`src/rtl/pipeline_pkg.sv`:
```
// Shared pipeline definitions: FSM state encoding, HALT opcode, MIPS instruction field slices.
package pipeline_pkg;

    typedef enum logic [1:0] {
        ST_IDLE = 2'b00,
        ST_LOAD = 2'b01,
        ST_RUN  = 2'b10,
        ST_HALT = 2'b11
    } state_e;

    typedef enum logic [1:0] {
        PC_HOLD   = 2'b00,
        PC_INC    = 2'b01,
        PC_TARGET = 2'b10,
        PC_RESET  = 2'b11
    } pc_sel_e;

    localparam logic [5:0] HALT_OPCODE = 6'b111111;

    localparam int OPC_HI   = 31;
    localparam int OPC_LO   = 26;
    localparam int RS_HI    = 25;
    localparam int RS_LO    = 21;
    localparam int RT_HI    = 20;
    localparam int RT_LO    = 16;
    localparam int RD_HI    = 15;
    localparam int RD_LO    = 11;
    localparam int SHAMT_HI = 10;
    localparam int SHAMT_LO = 6;
    localparam int FUNCT_HI = 5;
    localparam int FUNCT_LO = 0;

    function automatic logic [5:0] opcode_of(input logic [31:0] instr);
        return instr[OPC_HI:OPC_LO];
    endfunction

endpackage

```
`src/rtl/fetch_sequencer_if.sv`:
```
// Instruction memory port: the sequencer (master) drives address/write, memory (slave) returns
// combinational read data for the presented address.
interface fetch_sequencer_if #(
    parameter int PC_W = 32
);
    logic [PC_W-1:0] addr;
    logic            we;
    logic [31:0]     wdata;
    logic [31:0]     rdata;

    modport master (output addr, output we, output wdata, input rdata);
    modport slave  (input addr, input we, input wdata, output rdata);
endinterface

```
`src/rtl/fetch_sequencer_pc_reg.sv`:
```
// Word-addressed PC register with next-PC select (hold / +1 / redirect target / RESET_PC).
// Single-cycle update; holding is the default so the caller only asserts a select when PC moves.
module pc_reg
    import pipeline_pkg::*;
#(
    parameter int PC_W     = 32,
    parameter int RESET_PC = 0
) (
    input  logic            clk,
    input  logic            rst_n,
    input  pc_sel_e         sel_i,
    input  logic [PC_W-1:0] target_i,
    output logic [PC_W-1:0] pc_o
);
    logic [PC_W-1:0] pc_q, pc_d;

    always_comb begin
        pc_d = pc_q;
        unique case (sel_i)
            PC_HOLD:   pc_d = pc_q;
            PC_INC:    pc_d = pc_q + PC_W'(1);
            PC_TARGET: pc_d = target_i;
            PC_RESET:  pc_d = PC_W'(RESET_PC);
            default:   pc_d = pc_q;
        endcase
    end

    always_ff @(posedge clk or negedge rst_n) begin
        if (!rst_n) pc_q <= PC_W'(RESET_PC);
        else        pc_q <= pc_d;
    end

    assign pc_o = pc_q;
endmodule

```
`src/rtl/fetch_sequencer.sv`:
```
// Instruction-fetch controller: IDLE/LOAD/RUN/HALT FSM, IF/ID register, imem port arbitration.
// IF/ID output appears one cycle after PC presents the address; stall holds PC and IF/ID.
module fetch_sequencer #(
    parameter int         PC_W        = 32,
    parameter int         MEM_DEPTH   = 32,
    parameter int         LOAD_AW     = 5,
    parameter int         RESET_PC    = 0,
    parameter logic [5:0] HALT_OPCODE = pipeline_pkg::HALT_OPCODE
) (
    input  logic               clk,
    input  logic               rst_n,
    input  logic               i_start,
    input  logic               i_load_en,
    input  logic               i_load_valid,
    input  logic [LOAD_AW-1:0] i_load_addr,
    input  logic [31:0]        i_load_data,
    input  logic               i_stall,
    input  logic               i_branch_taken,
    input  logic [PC_W-1:0]    i_branch_target,
    fetch_sequencer_if.master  imem,
    output logic [31:0]        o_if_instr,
    output logic [PC_W-1:0]    o_if_pc1,
    output logic               o_if_valid,
    output logic [1:0]         o_state,
    output logic               o_pc_fault,
    output logic [31:0]        o_fetch_count
);
    import pipeline_pkg::*;

    state_e          state_q, state_d;
    logic [31:0]     instr_q, instr_d;
    logic [PC_W-1:0] pc1_q, pc1_d;
    logic            valid_q, valid_d;
    logic            fault_q, fault_d;
    logic [31:0]     count_q, count_d;
    pc_sel_e         pc_sel;
    logic [PC_W-1:0] pc;
    logic            pc_oor;

    pc_reg #(.PC_W(PC_W), .RESET_PC(RESET_PC)) u_pc (
        .clk      (clk),
        .rst_n    (rst_n),
        .sel_i    (pc_sel),
        .target_i (i_branch_target),
        .pc_o     (pc)
    );

    // Widen by one bit so MEM_DEPTH == 2^PC_W still compares correctly.
    assign pc_oor = ({1'b0, pc} >= (PC_W+1)'(MEM_DEPTH));

    always_comb begin
        if (state_q == ST_LOAD) begin
            imem.addr  = PC_W'(i_load_addr);
            imem.we    = i_load_valid;
            imem.wdata = i_load_data;
        end else begin
            imem.addr  = pc;
            imem.we    = 1'b0;
            imem.wdata = 32'h0;
        end
    end

    always_comb begin
        state_d = state_q;
        instr_d = instr_q;
        pc1_d   = pc1_q;
        valid_d = valid_q;
        fault_d = fault_q;
        count_d = count_q;
        pc_sel  = PC_HOLD;
        unique case (state_q)
            ST_IDLE, ST_HALT: begin
                valid_d = 1'b0;
                if (i_load_en) begin
                    state_d = ST_LOAD;
                end else if (i_start) begin
                    state_d = ST_RUN;
                    pc_sel  = PC_RESET;
                    count_d = 32'h0;
                    fault_d = 1'b0;
                end
            end
            ST_LOAD: begin
                valid_d = 1'b0;
                if (!i_load_en) state_d = ST_IDLE;
            end
            ST_RUN: begin
                if (i_branch_taken) begin
                    pc_sel  = PC_TARGET;
                    valid_d = 1'b0;
                end else if (i_stall) begin
                    pc_sel  = PC_HOLD;
                end else if (pc_oor) begin
                    state_d = ST_HALT;
                    fault_d = 1'b1;
                    valid_d = 1'b0;
                end else if (opcode_of(imem.rdata) == HALT_OPCODE) begin
                    state_d = ST_HALT;
                    valid_d = 1'b0;
                end else begin
                    instr_d = imem.rdata;
                    pc1_d   = pc + PC_W'(1);
                    valid_d = 1'b1;
                    pc_sel  = PC_INC;
                    count_d = (count_q == 32'hFFFF_FFFF) ? count_q : count_q + 32'h1;
                end
            end
            default: state_d = ST_IDLE;
        endcase
    end

    always_ff @(posedge clk or negedge rst_n) begin
        if (!rst_n) begin
            state_q <= ST_IDLE;
            instr_q <= 32'h0;
            pc1_q   <= '0;
            valid_q <= 1'b0;
            fault_q <= 1'b0;
            count_q <= 32'h0;
        end else begin
            state_q <= state_d;
            instr_q <= instr_d;
            pc1_q   <= pc1_d;
            valid_q <= valid_d;
            fault_q <= fault_d;
            count_q <= count_d;
        end
    end

    assign o_if_instr    = instr_q;
    assign o_if_pc1      = pc1_q;
    assign o_if_valid    = valid_q;
    assign o_state       = state_q;
    assign o_pc_fault    = fault_q;
    assign o_fetch_count = count_q;
endmodule
```
`src/flat_wrapper.sv`:
```
// flat-port wrapper written by rule: the top's interface ports become plain ports
module fetch_sequencer_flat import pipeline_pkg::*;
#(
    parameter int         PC_W        = 32,
    parameter int         MEM_DEPTH   = 32,
    parameter int         LOAD_AW     = 5,
    parameter int         RESET_PC    = 0,
    parameter logic [5:0] HALT_OPCODE = pipeline_pkg::HALT_OPCODE
)
  (clk, rst_n, i_start, i_load_en, i_load_valid, i_load_addr, i_load_data, i_stall, i_branch_taken, i_branch_target, o_if_instr, o_if_pc1, o_if_valid, o_state, o_pc_fault, o_fetch_count, imem_addr, imem_we, imem_wdata, imem_rdata);
  fetch_sequencer_if #(.PC_W(PC_W)) imem_i ();
  input  logic clk;
  input  logic rst_n;
  input  logic i_start;
  input  logic i_load_en;
  input  logic i_load_valid;
  input  logic [LOAD_AW-1:0] i_load_addr;
  input  logic [31:0] i_load_data;
  input  logic i_stall;
  input  logic i_branch_taken;
  input  logic [PC_W-1:0] i_branch_target;
  output logic [31:0] o_if_instr;
  output logic [PC_W-1:0] o_if_pc1;
  output logic o_if_valid;
  output logic [1:0] o_state;
  output logic o_pc_fault;
  output logic [31:0] o_fetch_count;
  output wire logic [$bits(imem_i.addr)-1:0] imem_addr;
  output wire logic [$bits(imem_i.we)-1:0] imem_we;
  output wire logic [$bits(imem_i.wdata)-1:0] imem_wdata;
  input wire logic [$bits(imem_i.rdata)-1:0] imem_rdata;
  assign imem_addr = imem_i.addr;
  assign imem_we = imem_i.we;
  assign imem_wdata = imem_i.wdata;
  assign imem_i.rdata = imem_rdata;
  fetch_sequencer #(.PC_W(PC_W), .MEM_DEPTH(MEM_DEPTH), .LOAD_AW(LOAD_AW), .RESET_PC(RESET_PC), .HALT_OPCODE(HALT_OPCODE)) u_core (.clk(clk), .rst_n(rst_n), .i_start(i_start), .i_load_en(i_load_en), .i_load_valid(i_load_valid), .i_load_addr(i_load_addr), .i_load_data(i_load_data), .i_stall(i_stall), .i_branch_taken(i_branch_taken), .i_branch_target(i_branch_target), .imem(imem_i), .o_if_instr(o_if_instr), .o_if_pc1(o_if_pc1), .o_if_valid(o_if_valid), .o_state(o_state), .o_pc_fault(o_pc_fault), .o_fetch_count(o_fetch_count));
endmodule
```
`config.mk`:
```
export PLATFORM = sky130hd
export DESIGN_NAME = fetch_sequencer_flat
export DESIGN_NICKNAME = d
export VERILOG_FILES = /design/src/rtl/pipeline_pkg.sv /design/src/rtl/fetch_sequencer_if.sv /design/src/rtl/fetch_sequencer_pc_reg.sv /design/src/rtl/fetch_sequencer.sv /design/src/flat_wrapper.sv
export SDC_FILE = /design/constraint.sdc
export NUM_CORES = 1
export LEC_CHECK = 0
export CAP_MARGIN = 10
export CORE_MARGIN = 5
export CORE_UTILIZATION = 46
export DETAILED_ROUTE_END_ITERATION = 8
export PLACE_DENSITY = 0.87
export SETUP_SLACK_MARGIN = 0.1
export SKIP_LAST_GASP = 1
export SYNTH_ARGS = -nofsm -noshare
export SYNTH_HDL_FRONTEND = slang
export SYNTH_SLANG_ARGS = --single-unit
```
`constraint.sdc`:
```
create_clock -name clk -period 4.4 [get_ports clk]
set_input_delay 0.88 -clock clk [delete_from_list [all_inputs] [get_ports clk]]
set_output_delay 0.88 -clock clk [all_outputs]
set_load 0.03 [all_outputs]
```
==> summary.md <==
| Metric | Value |
|---|---|
| Initial core utilization | 46.90% |
| Worst Hold Class | in2async |
| DRC | 0 |
| Top-area cell type share of the netlist area | 53.40% |
| Clk_lat worst skew | 0.42 ns |
| Vias/cell | 5.526 |
| Final hold vios | 0 |
| Pleak | 4.164 nW |
| Post-layout minimum cycle time | 3.670 ns |
| RSZ-0062 raised after global routing | no |
| Dpl hpwl | 14200 µm |
| Final max-slew violation count | 0 |
| CTS Buf Count | 17 |
| Htree depth | 4 |
| Initial DRC count | 421 |
| Vert. Die Dim | 126.0 µm |
| Filler instances | 889 |
| DR pass1 iterations | 5 |
| Grt total ovfl | 0 |
| Max VDD drop | 0.4324 mV |
| Longest Clk Path Bufs | 2 |
| Global Route Usage Sum | 24.44% |
| Placed inst area | 9071 µm² |
| Area Overhead vs Synth | 56.80% |
| Library cells used by synthesis | 47 |
| Maximum fanout along the worst path | 62 |
| Worst-Margin Slew | 1.015 ns |
| Yosys warning count | 0 |
| Cts hold-fix bufs | 0 |
| # port buffers | 272 |
| Cell accounting for the most synthesized area | dfrtp_1 |
| Vias in the first global route | 5938 |
| Syn Inst Count | 565 |
| Crit path arrival time | 2.79 ns |
| Largest net degree at the start of global routing | 75 |
| Top layer in use | met4 |
| WL/cell | 18.89 µm |
| WL met2 | 9760 µm |
| Ranking of synthesized cells by area | dfrtp_1, mux2_2, nor2b_1, a22o_1, and2_1 |
| Initial antenna violation count | 0 |
| Skew final | 0.007480 ns |
| Final Cycle Share | 83.40% |
| Routed wire length | 19280 µm |
| Die Wd | 126.0 µm |
| RD Place Congestion | 0.8603 |
| Syn Nets | 678 |
| Crit path launch | u_core.o_state[1] |
| EDFF count, synth | 0 |
| Max_slew headroom | 32.33% |
| Wl on met1 | 7124 µm |
| Setup Fix Bufs, Post-CTS | 0 |
| Post-Synthesis Cell Area | 6186 µm² |
| Diode count | 0 |
| Max Cap Viol | 0 |
| Die area | 15870 µm² |
| Crit. End Element | primary output |
| Fin area | 9699 µm² |
| Syn_area_per_cell | 10.95 µm² |
| FP Rows | 42 |
| Setup TNS Final | 0 ns |
| Nets | 945 |
| Share of cells above drive strength 1 | 10.89% |
| TritonCTS clock tree | yes |
| Main flop type after synthesis | dfrtp_1 |
| Post_cts resized | 0 |
| I/O pins | 273 |
| PwrDens | 538.1 nW/µm² |
| # clock sinks | 132 |
| Core footprint | 13190 µm² |
| Slowest-stage cell, CP | ha_2 |
| Share of flip-flops with an asynchronous set or reset | 100.0% |
| Post-synthesis sequential area ratio | 53.40% |
| Crit path launch type | flip-flop |
| Clk root buf | clkbuf_16 |
| First-pass GRT wire length | 31100 µm |
| Top Family by Delay on Critical Path | buffers and inverters |
| Critical path buffers and inverters | 3 |
| Clock transition at the registers of the reported paths | 0.06 ns |
| Worst r2r src | u_core.o_state[0] |
| Met3 routed WL | 1818 µm |
| Routed vias | 5642 |
| Max stage delay on crit path | 0.85 ns |
| FMAX | 272.5 MHz |
| Post-route ant nets | 0 |
| Setup Viol. Count Final | 0 |
| Worst EP required | 3.52 ns |
| Synthesized flop and latch total | 132 |
| CP Cell Sequence | inv_1, ha_2, buf_4, nor2b_1, clkdlybuf4s50_1 |
| Outcome | complete, no violations |
| Critical path type | reg2out |
## cells by family after synthesis
logic type	share of synthesized area [%]
AO/OA/AOI/OAI	11.99
flip-flops	53.40
multiplexers	7.565
adder cells (fa/ha/maj)	1.011
AND/OR/NAND/NOR	22.15
XOR/XNOR	0.9911
buffers and inverters	2.892
## cells in the mapped netlist, types with 16 or more instances
| master | instances |
|---|---|
| o21ai_0 | 19 |
| clkbuf_1 | 17 |
| nand3_1 | 16 |
| nand2_1 | 30 |
| and2_1 | 36 |
| nor2b_1 | 53 |
| nand4_1 | 17 |
| a22o_1 | 26 |
| dfrtp_1 | 132 |
| mux2_2 | 38 |
| nor2_1 | 18 |
| a21oi_1 | 30 |
## state kept, by name, summed over array words and instances, names as in the netlist
register / count
u_core.o_pc_fault: 1
u_core.o_if_instr: 32
u_core.o_if_pc1: 32
u_core.o_if_valid: 1
u_core.u_pc.pc_o: 32
u_core.o_fetch_count: 32
u_core.o_state: 2
## layout make-up
class,instances,area (µm²),share of cell area (%)
Clock buffer,23,478.0,4.928
Clock inverter,9,150.1,1.548
Inverter,8,30.03,0.3096
Multi-Input combinational cell,393,2721,28.06
Sequential cell,132,3303,34.06
Tap cell,176,220.2,2.270
Timing Repair Buffer,280,2796,28.83
## placed cells by master (no fill, tap or decap), types with 4 or more instances in the layout
master           Yosys  layout
nor4_1               5       4
o31ai_1              7       7
o211ai_1             5       5
clkbuf_16            0      17
nor4_2               4       5
and2_1              36      36
nand2_1             30      30
nor2_1              18      18
xnor2_1              4       4
or3_1               13      13
o22ai_1              4       4
nand3_1             16      16
a22o_1              26      26
or4_1               14      14
a2bb2oi_1            4       4
a21oi_1             30      30
ha_1                 5       4
dfrtp_1            132     132
o21ai_0             19      19
clkdlybuf4s50_1      0     271
and4_1               4       4
buf_4                1       7
nor2b_1             53      53
mux2i_1              4       4
nand4_1             17      17
and3_1               5       5
inv_1                8       8
bufinv_16            0       4
nor3_1               5       4
mux2_2              38      38
## path summary, 6_finish.rpt
check,cells past startpoint,slack (ns),to
min,1,0.43,u_core.o_fetch_count[29]
max reg2reg,8,1.50,u_core.o_fetch_count[31]
max in group asynchronous,2,2.95,u_core.o_if_instr[16]
min reg2reg,1,0.50,u_core.o_if_pc1[28]
max,5,0.73,imem_addr[5]
min in group clk,1,0.50,u_core.o_if_pc1[28]
## through the flow
step                cells  hold slack [ns]  power (mW)  worst slack [ns]  utilization (%)
finish               1021           0.4341       5.219            0.7303            73.53
global route         1021           0.4962       5.470            0.5096            73.53
CTS                  1021           0.4682       5.256            0.6657            73.53
detailed placement    989           0.4847       3.736            0.9239            68.77
global placement      989           0.4836       3.691             1.037            68.77
floorplan             565           0.4804       2.894             1.618                -
## per-layer routing
metal | global-route usage, % | up-vias
met5 | 0 | -
met4 | 10.41 | 0
met3 | 8.256 | 42
met2 | 42.19 | 308
met1 | 27.65 | 2719
li1 | - | 2573
## power breakdown
group	switching, mW	total, mW	internal [mW]
clock	0.511	1.50	0.990
sequential	0.168	1.55	1.39
combinational	1.25	2.16	0.912
total	1.93	5.22	3.29
(Power assumes the default switching activity.)
